$ cat src/rtl/sd_serdes_pkg.sv
// Shared definitions for the serializer and the future deserializer.
//   sd_num_seg  : number of SER-bit segments needed to carry a PARA-bit word
//   ser_state_t : two-state word-level FSM encoding
package sd_serdes_pkg;

  typedef enum logic {SER_EMPTY, SER_BUSY} ser_state_t;

  function automatic int sd_num_seg(input int para, input int ser);
    return (para + ser - 1) / ser;
  endfunction

endpackage

$ cat src/rtl/sd_seg_sel.sv
// Combinational segment selector: picks segment i_idx out of a packed hold
// word made of NUM_SEG segments of SER_WIDTH bits each.
//   i_hold : NUM_SEG*SER_WIDTH-bit packed word, segment 0 in the LSBs
//   i_idx  : segment index (caller keeps it below NUM_SEG)
//   o_seg  : selected SER_WIDTH-bit segment
module sd_seg_sel #(
  parameter int SER_WIDTH = 8,
  parameter int NUM_SEG   = 8,
  parameter int SEG_SZ    = 3
) (
  input  logic [NUM_SEG*SER_WIDTH-1:0] i_hold,
  input  logic [SEG_SZ-1:0]            i_idx,
  output logic [SER_WIDTH-1:0]         o_seg
);

  localparam int HOLD_W = NUM_SEG * SER_WIDTH;
  // Shift amount must reach HOLD_W-SER_WIDTH without overflow.
  localparam int SH_W   = $clog2(HOLD_W + 1);

  logic [SH_W-1:0]   w_shamt;
  logic [HOLD_W-1:0] w_shifted;

  assign w_shamt   = SH_W'(i_idx) * SH_W'(SER_WIDTH);
  assign w_shifted = i_hold >> w_shamt;
  assign o_seg     = w_shifted[SER_WIDTH-1:0];

endmodule

$ cat src/rtl/sd_serializer_reg.sv
// Registered serializer: captures one parallel word and emits it as
// hold_ms+1 segments on an srdy/drdy stream, LSB- or MSB-segment first.
// Only p_drdy -> c_drdy is combinational; all p_* outputs come from registers.
//   clk, reset             : clock, synchronous active-high reset
//   c_data/c_ms_seg        : parallel word and index of its top valid segment
//   c_srdy/c_drdy          : producer handshake
//   p_data/p_seg/p_ef      : current segment, its index, last-segment flag
//   p_srdy/p_drdy          : consumer handshake
//
// state     | meaning
// SER_EMPTY | no word held, ready to accept
// SER_BUSY  | word held, presenting segment cnt (in send order)
module sd_serializer_reg
  import sd_serdes_pkg::*;
#(
  parameter int PARA_WIDTH = 63,
  parameter int SER_WIDTH  = 8,
  parameter int NUM_SEG    = sd_num_seg(PARA_WIDTH, SER_WIDTH),
  parameter int SEG_SZ     = (NUM_SEG > 1) ? $clog2(NUM_SEG) : 1,
  parameter bit MSB_FIRST  = 1'b0
) (
  input  logic                  clk,
  input  logic                  reset,
  input  logic [PARA_WIDTH-1:0] c_data,
  input  logic [SEG_SZ-1:0]     c_ms_seg,
  input  logic                  c_srdy,
  output logic                  c_drdy,
  output logic [SER_WIDTH-1:0]  p_data,
  output logic [SEG_SZ-1:0]     p_seg,
  output logic                  p_ef,
  output logic                  p_srdy,
  input  logic                  p_drdy
);

  localparam int                HOLD_W = NUM_SEG * SER_WIDTH;
  localparam logic [SEG_SZ-1:0] MS_MAX = SEG_SZ'(NUM_SEG - 1);

  ser_state_t          r_state, w_state_nxt;
  logic [HOLD_W-1:0]   r_hold;
  logic [SEG_SZ-1:0]   r_hold_ms;
  logic [SEG_SZ-1:0]   r_cnt;

  logic                w_busy;
  logic                w_last;
  logic                w_word_done;
  logic                w_load;
  logic                w_adv;
  logic [SEG_SZ-1:0]   w_idx;
  logic [SEG_SZ-1:0]   w_ms_clamp;
  logic [SER_WIDTH-1:0] w_seg;

  sd_seg_sel #(
    .SER_WIDTH (SER_WIDTH),
    .NUM_SEG   (NUM_SEG),
    .SEG_SZ    (SEG_SZ)
  ) u_seg_sel (
    .i_hold (r_hold),
    .i_idx  (w_idx),
    .o_seg  (w_seg)
  );

  always_ff @(posedge clk) begin
    if (reset) r_state <= SER_EMPTY;
    else       r_state <= w_state_nxt;
  end

  always_comb begin
    w_state_nxt = r_state;
    w_busy      = (r_state == SER_BUSY);
    w_last      = (r_cnt == r_hold_ms);
    w_word_done = w_busy && w_last && p_drdy;
    c_drdy      = !reset && (!w_busy || w_word_done);
    w_load      = c_srdy && c_drdy;
    w_adv       = w_busy && p_drdy && !w_last;
    w_ms_clamp  = (c_ms_seg > MS_MAX) ? MS_MAX : c_ms_seg;
    // MSB-first walks down from hold_ms; cnt <= hold_ms so no wrap.
    w_idx       = MSB_FIRST ? (r_hold_ms - r_cnt) : r_cnt;

    p_srdy = w_busy;
    p_data = '0;
    p_seg  = '0;
    p_ef   = 1'b0;
    if (w_busy) begin
      p_data = w_seg;
      p_seg  = w_idx;
      p_ef   = w_last;
    end

    case (r_state)
      SER_EMPTY: if (w_load) w_state_nxt = SER_BUSY;
      SER_BUSY:  if (w_word_done && !w_load) w_state_nxt = SER_EMPTY;
      default:   w_state_nxt = SER_EMPTY;
    endcase
  end

  always_ff @(posedge clk) begin
    if (reset) begin
      r_hold    <= '0;
      r_hold_ms <= '0;
      r_cnt     <= '0;
    end else if (w_load) begin
      r_hold    <= HOLD_W'(c_data);
      r_hold_ms <= w_ms_clamp;
      r_cnt     <= '0;
    end else if (w_adv) begin
      r_cnt     <= r_cnt + 1'b1;
    end
  end

endmodule

$ cat config.mk
export PLATFORM = sky130hd
export DESIGN_NAME = sd_serializer_reg
export DESIGN_NICKNAME = d
export VERILOG_FILES = /design/src/rtl/sd_serdes_pkg.sv /design/src/rtl/sd_seg_sel.sv /design/src/rtl/sd_serializer_reg.sv
export SDC_FILE = /design/constraint.sdc
export NUM_CORES = 1
export LEC_CHECK = 0
export BUFFER_PORTS_ARGS = -buffer_cell sky130_fd_sc_hd__clkbuf_2
export CAP_MARGIN = 20
export CELL_PAD_IN_SITES_DETAIL_PLACEMENT = 0
export CELL_PAD_IN_SITES_GLOBAL_PLACEMENT = 1
export CORE_UTILIZATION = 42
export CTS_CLUSTER_DIAMETER = 200
export CTS_CLUSTER_SIZE = 30
export DETAILED_ROUTE_END_ITERATION = 16
export PLACE_DENSITY_LB_ADDON = 0.1
export SYNTH_ARGS = -nofsm -noshare
export SYNTH_HDL_FRONTEND = slang
export SYNTH_SLANG_ARGS = --single-unit
$ cat constraint.sdc
create_clock -name clk -period 2.9 [get_ports clk]
set_input_delay 0.725 -clock clk [delete_from_list [all_inputs] [get_ports clk]]
set_output_delay 0.725 -clock clk [all_outputs]
set_load 0.02 [all_outputs]
==> flow_summary_export.csv <==
group,metric,value,unit
status,status,"completed",
power,irDropWorstVdd,283.4,µV
finish,postLayoutCoreUtil,52.54,%
setup_path,crit_family,"multiplexers",
synth,seq_area_frac_synth,40.27,%
setup_path,crit_type,"reg2out",
setup_path,path_cells,"buf_12, mux4_2, mux2i_1, nor2_1, clkbuf_2",
placed_design,pre_cts_ws,0.5971,ns
synth,synth.mux.area_fraction,37.97,%
cts,cts_tree,"built",
cts,clk_path_buf_depth,2,
setup_path,start_kind,"register",
synth,yosysMostFrequentCell,"dfxtp_1",
global_routing,track_usage,18.12,%
floorplanning,die_x,93.02,µm
synth,syn_area,3480,µm²
finish,area_growth,19.09,%
timing,slew_violations,0,
cts,cts.clk_slew.worst_paths,0.07,ns
global_routing,use_met2,31.19,%
floorplanning,ios,84,
finish,layout-drive-gt1-share,50.00,%
cts,cts_resized,0,
timing,setup_tns,0,ns
setup_path,cp_num_buf_inv,2,
synth,synth_top_area_share,40.27,%
power,p_leak,1.875,nW
setup_path,worstPathRequired,2.17,ns
synth,synth_area_leaders,"dfxtp_1 40%, mux2_4 17%, nor2b_1 12%",
placed_design,hpwl,5179,µm
timing,slew_headroom,50.98,%
power,p_per_area,518.2,nW/µm²
synth,synth_compound_area_share,1.618,%
synth,yosysWarnings,0,
global_routing,use_met1,20.85,%
timing,layout_setup_ws,0.2353,ns
route,first_pass_iters,4,
cts,insertion_delay,0.34,ns
finish,num_antenna_cells,0,
global_routing,grt_pass1_wl,11700,µm
synth,syn_area_per_cell,12.25,µm²
power,power,2.147,mW
worst_hold_path,hp-class,"reg2reg",
global_routing,use_met3,5.366,%
timing,whs,0.6005,ns
cts,cts.sink_count,70,
synth,synth_cell_types,27,
timing,clock_skew,0.003467,ns
synth,synth_top_area_cell,"dfxtp_1",
route,route.detailed.drc,0,
synth,syn_nets,355,
timing,post-route-period-util,91.88,%
run,cap_violations,0,
setup_path,cp.arrival,1.94,ns
synth,ys_ff_latch,70,
floorplanning,die_h,93.02,µm
route,drt-total-wl,7275,µm
setup_path,critPathMaxStageDelay,0.52,ns
floorplanning,core_area,7888,µm²
synth,synthSimpleGateAreaFrac,15.03,%
cts,holdBufCountCts,0,
setup_path,crit_path_end_kind,"output pin",
route,routedWlPerCell,15.54,µm
cts,post_cts_buffers,0,
route,drtIter0Drc,49,
global_routing,grt_overflow,0,
setup_path,critPathSlowestCell,"mux4_2",
synth,syn_inst,284,
global_routing,grt_pass1_vias,2379,
synth,synth_top_family_by_area,"multiplexers",
placed_design,gp_congestion,0.7442,
floorplanning,initial_core_util,44.11,%
route,drt-vias-per-instance,4.868,
route,antenna_left,0,
timing,period_needed,2.665,ns
synth,async_flop_share,0,%
placed_design,portBuffers,83,
global_routing,antenna_found_initial,0,
finish,nets,434,
timing,worstMarginPinSlew,0.7352,ns
timing,grt_setup_unrepaired,"no",
timing,final-setup-viol-count,0,
synth,synth-edff-count,0,
route,dr_total_vias,2278,
synth,synth_flop_cell,"dfxtp_1",
timing,final-hold-violation-count,0,
floorplanning,rows,32,
synth,synthAdderAreaFrac,0.3596,%
global_routing,grt-busiest-layer,"met2",
synth,synth_xor_area_share,1.007,%
global_routing,grt_max_degree,71,
timing,fmax,375.3,MHz
synth,synth_common_cells,"70 x dfxtp_1, 67 x nor2b_1, 40 x mux2_4",
cts,htreeDepth,3,
setup_path,cp_max_fo,18,
floorplanning,die_area,8653,µm²
cts,numCtsBuffers,9,
cts,cts_root_buffer,"clkbuf_8",
sequential cells by signal (all words and copies together), names as in the netlist:
signal and flops:
r_hold_ms 3, r_cnt 3, r_hold 63, p_srdy 1
through the flow:
| stage | cells | instance area, µm² |
|---|---|---|
| CTS | 468 | 4144 |
| finish | 468 | 4144 |
| detailed placement | 454 | 3974 |
| floorplan | 284 | 3480 |
| global placement | 454 | 3974 |
| global route | 468 | 4144 |
routing by layer:
metal  routed length (µm)  vias to the layer above
met5                    0                        -
met3                  387                        9
li1                     -                     1137
met2                 3580                       58
met1                 3184                     1074
met4                  123                        0
area by class of cell:
cell class / count / area, µm²
multi-input combinational: 192 / 1956
clock inverter: 2 / 35.03
clock buffer: 12 / 135.1
tap: 102 / 127.6
fill: 721 / 3744
inverter: 1 / 3.754
sequential: 70 / 1401
timing repair buffer: 89 / 485.5
report_power, final:
| group | switching, mW | total (mW) | internal [mW] |
|---|---|---|---|
| Sequential | 0.0448 | 1.08 | 1.04 |
| Combinational | 0.129 | 0.341 | 0.213 |
| Clock | 0.334 | 0.721 | 0.388 |
| Total | 0.507 | 2.15 | 1.64 |
cell families after synthesis:
kind of cell,after synthesis
compound gates,7
xor+xnor,4
fa+ha+maj,1
buf+inv,22
flops,70
mux,90
simple gates,90
worst reg2reg max path: cells and delay by family (launching register included):
family / cells / cell delay (ns)
multiplexers: 1 / 0.37
buffers and inverters: 2 / 0.56
AO/OA/AOI/OAI: 1 / 0.30
AND/OR/NAND/NOR: 1 / 0.29
flip-flops: 1 / 0.40
final timing paths:
| path | startpoint | to | slack [ns] | cells after the start |
|---|---|---|---|---|
| worst min register to register | r_hold[50] | r_hold[50] | 0.60 | 2 |
| worst min-delay path | r_hold[50] | r_hold[50] | 0.60 | 2 |
| worst max-delay path | r_cnt[0] | p_data[5] | 0.24 | 5 |
| worst max register to register | p_srdy | r_hold[28] | 0.86 | 5 |
cells in the final DEF (no fill, tap or decap), types with 2 or more instances in the layout:
cell type and count:
xnor2_1 4, buf_4 4, mux2i_1 9, nor2b_1 67, clkbuf_1 3, clkbuf_2 83, mux2_4 40, clkbuf_8 9
nand2_1 2, mux2_2 26, nor3_1 2, nor2_1 12, mux4_2 15, and2_1 4, dfxtp_1 70, buf_12 2
No activity file was read; power rests on OpenSTA's default activity.
